### src/rtl/rr_arb_eight_three.sv
`default_nettype none
// ============================================================================
// Module      : rr_arb_eight_three
// Description : Registered round-robin arbiter sharing one resource among
//               eight requesters. The winner is issued as a one-hot grant and
//               as a 3-bit encoded index that drives the select lines of the
//               downstream shared datapath. A hold limit bounds how long one
//               owner may keep the grant while someone else is waiting.
//
// Ports       : clk        rising-edge system clock
//               rst        synchronous reset, active-high
//               en         arbitration enable (blocks new grants / handoffs)
//               req[7:0]   request vector, bit n = requester n
//               gnt[7:0]   one-hot grant, registered
//               gnt_idx    encoded index of the granted requester, registered
//               gnt_valid  high while a grant is active, registered
//               busy_cnt   cycles the current owner has held the grant, minus 1
//
// Revision    : 1.0 - initial release
// ============================================================================
module rr_arb_eight_three #(
    parameter int MAX_HOLD = 4,
    parameter int CNT_W    = 8
) (
    input  logic             clk,
    input  logic             rst,
    input  logic             en,
    input  logic [7:0]       req,
    output logic [7:0]       gnt,
    output logic [2:0]       gnt_idx,
    output logic             gnt_valid,
    output logic [CNT_W-1:0] busy_cnt
);

    localparam logic [0:0]       c_st_idle   = 1'b0;
    localparam logic [0:0]       c_st_grant  = 1'b1;
    localparam logic [CNT_W-1:0] c_hold_last = CNT_W'(MAX_HOLD - 1);
    localparam logic [CNT_W-1:0] c_busy_max  = {CNT_W{1'b1}};

    logic [0:0]       r_state;
    logic [2:0]       r_last;
    logic [7:0]       r_gnt;
    logic [2:0]       r_idx;
    logic             r_valid;
    logic [CNT_W-1:0] r_busy;

    logic [0:0]       w_state_nxt;
    logic [2:0]       w_last_nxt;
    logic [7:0]       w_gnt_nxt;
    logic [2:0]       w_idx_nxt;
    logic             w_valid_nxt;
    logic [CNT_W-1:0] w_busy_nxt;

    logic [7:0]       w_owner_mask;
    logic             w_others;
    logic             w_release;
    logic [2:0]       w_search_base;
    logic [7:0]       w_cand_req;
    logic [2:0]       w_cand;
    logic             w_win_found;
    logic [2:0]       w_win;

    // ------------------------------------------------------------------------
    // Release detection and round-robin search.
    // In GRANT the search starts just above the current owner, because on a
    // release the owner becomes "last" in the same cycle; the owner's own
    // request is masked so a released owner cannot immediately win again.
    // ------------------------------------------------------------------------
    always_comb begin
        w_owner_mask  = 8'b1 << r_idx;
        w_others      = |(req & ~w_owner_mask);
        // Owner dropping its request takes precedence over a simultaneous
        // timeout; both lead to the same release handling.
        w_release     = (r_state == c_st_grant) &&
                        (!req[r_idx] || ((r_busy == c_hold_last) && w_others));
        w_search_base = (r_state == c_st_grant) ? r_idx : r_last;
        w_cand_req    = (r_state == c_st_grant) ? (req & ~w_owner_mask) : req;

        w_cand      = 3'd0;
        w_win_found = 1'b0;
        w_win       = 3'd0;
        for (int i = 0; i < 8; i++) begin
            // 3-bit arithmetic wraps 7 -> 0 naturally.
            w_cand = w_search_base + 3'd1 + 3'(i);
            if (!w_win_found && w_cand_req[w_cand]) begin
                w_win_found = 1'b1;
                w_win       = w_cand;
            end
        end
    end

    // ------------------------------------------------------------------------
    // Next-state / next-output logic
    // ------------------------------------------------------------------------
    always_comb begin
        w_state_nxt = r_state;
        w_last_nxt  = r_last;
        w_gnt_nxt   = r_gnt;
        w_idx_nxt   = r_idx;
        w_valid_nxt = r_valid;
        w_busy_nxt  = r_busy;

        case (r_state)
            c_st_idle: begin
                if (en && w_win_found) begin
                    w_state_nxt = c_st_grant;
                    w_gnt_nxt   = 8'b1 << w_win;
                    w_idx_nxt   = w_win;
                    w_valid_nxt = 1'b1;
                    w_busy_nxt  = '0;
                end
            end
            c_st_grant: begin
                if (!w_release) begin
                    if (r_busy != c_busy_max) begin
                        w_busy_nxt = r_busy + 1'b1;
                    end
                end else begin
                    w_last_nxt = r_idx;
                    if (en && w_win_found) begin
                        // Direct handoff: no idle bubble between owners.
                        w_gnt_nxt   = 8'b1 << w_win;
                        w_idx_nxt   = w_win;
                        w_valid_nxt = 1'b1;
                        w_busy_nxt  = '0;
                    end else begin
                        // gnt_idx intentionally keeps the previous owner.
                        w_state_nxt = c_st_idle;
                        w_gnt_nxt   = 8'h00;
                        w_valid_nxt = 1'b0;
                        w_busy_nxt  = '0;
                    end
                end
            end
            default: begin
                w_state_nxt = c_st_idle;
                w_gnt_nxt   = 8'h00;
                w_valid_nxt = 1'b0;
                w_busy_nxt  = '0;
            end
        endcase
    end

    // ------------------------------------------------------------------------
    // State and output registers. last resets to 7 so requester 0 is first.
    // ------------------------------------------------------------------------
    always_ff @(posedge clk) begin
        if (rst) begin
            r_state <= c_st_idle;
            r_last  <= 3'd7;
            r_gnt   <= 8'h00;
            r_idx   <= 3'd0;
            r_valid <= 1'b0;
            r_busy  <= '0;
        end else begin
            r_state <= w_state_nxt;
            r_last  <= w_last_nxt;
            r_gnt   <= w_gnt_nxt;
            r_idx   <= w_idx_nxt;
            r_valid <= w_valid_nxt;
            r_busy  <= w_busy_nxt;
        end
    end

    assign gnt       = r_gnt;
    assign gnt_idx   = r_idx;
    assign gnt_valid = r_valid;
    assign busy_cnt  = r_busy;

endmodule
`default_nettype wire

### config.mk
export PLATFORM = sky130hd
export DESIGN_NAME = rr_arb_eight_three
export DESIGN_NICKNAME = d
export VERILOG_FILES = /design/src/rtl/rr_arb_eight_three.sv
export SDC_FILE = /design/constraint.sdc
export NUM_CORES = 1
export LEC_CHECK = 0
export ABC_AREA = 1
export CORE_MARGIN = 2
export CORE_UTILIZATION = 50
export CTS_CLUSTER_SIZE = 40
export DETAILED_ROUTE_END_ITERATION = 16
export PLACE_DENSITY = 0.86
export SLEW_MARGIN = 20
export SYNTH_ARGS = -nofsm -noshare
export SYNTH_HDL_FRONTEND = slang
export SYNTH_SLANG_ARGS = --single-unit
### constraint.sdc
create_clock -name clk -period 4 [get_ports clk]
set_input_delay 0.8 -clock clk [delete_from_list [all_inputs] [get_ports clk]]
set_output_delay 0.8 -clock clk [all_outputs]
set_load 0.03 [all_outputs]
==> summary.md <==
| Metric | Value |
|---|---|
| Outcome | `finished, final reports clean` |
| Pwr/cell area | `699 nW/um2` |
| Clk_lat worst skew | `about 270 ps` |
| Reg clk slew, reported paths | `80 ps` |
| Fin. Hold Viols | `0` |
| Syn Area/Cell | `6.03 um2` |
| Port Buffers | `30` |
| Internal power | `0.740 mW` |
| Synth Cell Area | `about 2100 um2` |
| Final setup fails | `0` |
| Initial antenna violation count | `0` |
| Worst rel slew slack | `67.4%` |
| Maximum VDD drop | `0.352 mV` |
| Number of I/O pins | `31` |
| Initial core utilization | `52.0%` |
| Required time of the critical path | `4220 ps` |
| DRT Wirelength | `about 5500 um` |
| Clk root buf | `clkbuf_8` |
| Antenna cells | `0` |
| Layout cells sized above 1 | `9.07%` |
| Via density | `~5.7` |
| Drt wl/cell | `13.0 um` |
| Cells after Synth | `345` |
| HP Class | `flop to flop` |
| Chip width | `68.5 um` |
| Area Growth Syn to Fin | `18.4%` |
| Critical path class | `flop to flop` |
| Max Slew Vio Count | `0` |
| CTS tree | `done` |
| Total GRT Usage | `25.5%` |
| Yosys top cell by area | `dfxtp_1` |
| Post-synth EDFFs | `0` |
| Hold path depth | `2` |
| DR DRC count | `0` |
| Crit. End Element | `flop` |
| Sequential area share after synthesis | `23.1%` |
| Worst path bufs/invs | `5` |
| Clock sink count | `24` |
| Proportion of power drawn by flip-flops and latches | `19.7%` |
| Total congestion overflow | `0` |
| Commonest non-fill, non-tap cell in the layout | `nand2_1` |
| Setup TNS | `0 ps` |
| Max Cap Viol | `0` |
| Ys async rst share | `0%` |
| DIE AREA | `4690 um2` |
| Worst hold slack | `456 ps` |
| Comb power frac | `72.0%` |
| Final instance area | `2460 um2` |
| Most used cell along the critical path | `nand2_1` |
| Period minus WS final | `3330 ps` |
| Die height | `68.5 um` |
| Top FF cell, synth | `dfxtp_1` |
| Total power | `1.72 mW` |
| Setup Fix Bufs, Post-CTS | `0` |
| First-pass GRT wire length | `9180 um` |
| Top post-synthesis cells by area | `dfxtp_1 23%, nand2_1 20%, nand3_1 15%, nor2_1 7.6%, inv_1 4.5%` |
| Part of the power in the clock network | `between 8 and 9%` |
| Startpoint type of the worst setup path | `flop` |
| R2r startpoint | `r_state` |
| Clock Path Buffers | `2` |
| Place WS | `792 ps` |
| Worst slew pin tran | `487 ps` |
| Most frequent cells in the layout | `111 x nand2_1, 61 x nand3_1, 42 x nor2_1` |
| CP cell instances | `inv_2 > nand2_1 > nand2_4 > ha_1 > inv_1 > nand3_1 > nand2_2 > inv_2 > o21ai_1 > inv_1 > nand4_1 > nand3_1 > nand2_1 > inv_1 > nor2_1 > nand2_1 > nand2_1` |
| Dpl cell area | `~2400 um2` |
| DPL Wire Length | `4230 um` |
| 1st-iter DRT viols | `between 150 and 200` |
| R2r setup slk | `670 ps` |
| Worst path top cell family by delay | `simple AND/OR/NAND/NOR gates` |
| Period utilisation layout | `83.3%` |
| Fmax | `300 MHz` |
| RePlAce Congestion | `0.932` |
| WHS Endpoint | `gnt[0]` |
| NetSw | `just under 1 mW` |
| Lkg Pwr | `approximately 1.2 nW` |
| CTS resizes | `0` |
| Largest stage delay, worst path | `610 ps` |
| Slowest stage cell on the critical path | `dfxtp_1` |
| Hold Startpoint | `gnt[0]` |
| Syn Nets | `roughly 360` |
| Vias in the first global route | `~2.1k` |
| Total CTS buffers | `3` |
| Via Count | `approximately 2.4k` |
| Count of cell types in the netlist | `34` |
| H-tree depth | `1` |
| Post-route setup slack | `667 ps` |
| Synthesis Warnings | `0` |
| Crit path DAT | `3550 ps` |
| R2R Path End | `gnt[2]` |
| RSZ-0062 raised after global routing | `no` |
| Switch share | `57.0%` |
| Number of cell rows | `23` |
| Synth Register Bits | `24` |
| Core area | `roughly 4000 um2` |
| Largest net degree at the start of global routing | `14` |
| Nets | `391` |
| Cell depth of the worst flop-to-flop path | `17` |
| Total iterations of the first detailed-routing run | `5` |
| Worst-case clock skew | `3.16 ps` |
| Share of the synthesized area in the top cell type | `23.1%` |
| Post-DRT Antenna Nets | `0` |
| Crit-path max FO | `13` |
| Hold buffers post-CTS | `0` |
[registers in the layout, indices dropped and copies added (netlist names)]
| name | count |
|---|---|
| gnt_idx | 3 |
| r_last | 3 |
| busy_cnt | 8 |
| gnt | 8 |
| gnt_valid | 1 |
| r_state | 1 |
[synthesized netlist by cell type (2+ instances only)]
cell type	n
nand3_1	61
xor2_1	3
nand2_2	12
nand3b_1	3
a21oi_1	11
nand2_4	7
nand4_1	13
nand2_1	111
nand4_4	2
nor2_1	42
nand3_2	2
ha_1	3
dfxtp_1	24
inv_1	25
inv_2	4
o21ai_0	2
o211ai_1	2
o2111ai_1	2
[worst max path at each step]
stage	start	to	cells past startpoint
final	r_state	gnt[2]	17
after global routing	r_state	gnt[6]	17
after CTS	r_state	gnt_idx[0]	18
after detailed placement	r_state	gnt_idx[0]	18
after global placement	r_state	gnt[6]	18
after floorplan	gnt_idx[0]	gnt[0]	18
[power groups by stage]
stage	registers (mW)	clock network, mW	logic (mW)
detailed placement	0.342	0	1.22
finish	0.339	0.143	1.24
CTS	0.339	0.145	1.22
global placement	0.342	0	1.20
global route	0.345	0.151	1.39
floorplan	0.407	0	0.876
[tightest hold or removal path: stages, from the launching register on]
cell	delay [ps]
dfxtp_1	320
nand2_1	60
nand2_1	40
[layout make-up]
class                           instances  area (um2)
Inverter                               30         113
Clock buffer                            3        41.3
Tap cell                               50        62.6
Sequential cell                        24         480
Multi-Input combinational cell        288        1460
Fill cell                             380        1540
Timing Repair Buffer                   30         300
[layer usage]
| layer | GRT usage (%) | vias up | wire, um |
|---|---|---|---|
| met2 | 45.2 | 82 | 2680 |
| met3 | 1.62 | 11 | 233 |
| met5 | 0 | - | 0 |
| met1 | 32.1 | 1101 | 2480 |
| met4 | 10.0 | 0 | 112 |
| li1 | - | 1216 | - |
[stage by stage]
stage               cells  utilization (%)
floorplan             345                -
global placement      422             60.5
detailed placement    422             60.5
CTS                   425             61.5
global route          425             61.5
finish                425             61.5
[cell families after synthesis]
kind of cell	share of synthesized area, %
simple gates	60.0
buf+inv	6.50
flops	23.1
compound gates	6.86
xor+xnor	1.69
fa+ha+maj	1.81
No activity file was read; power rests on OpenSTA's default activity.
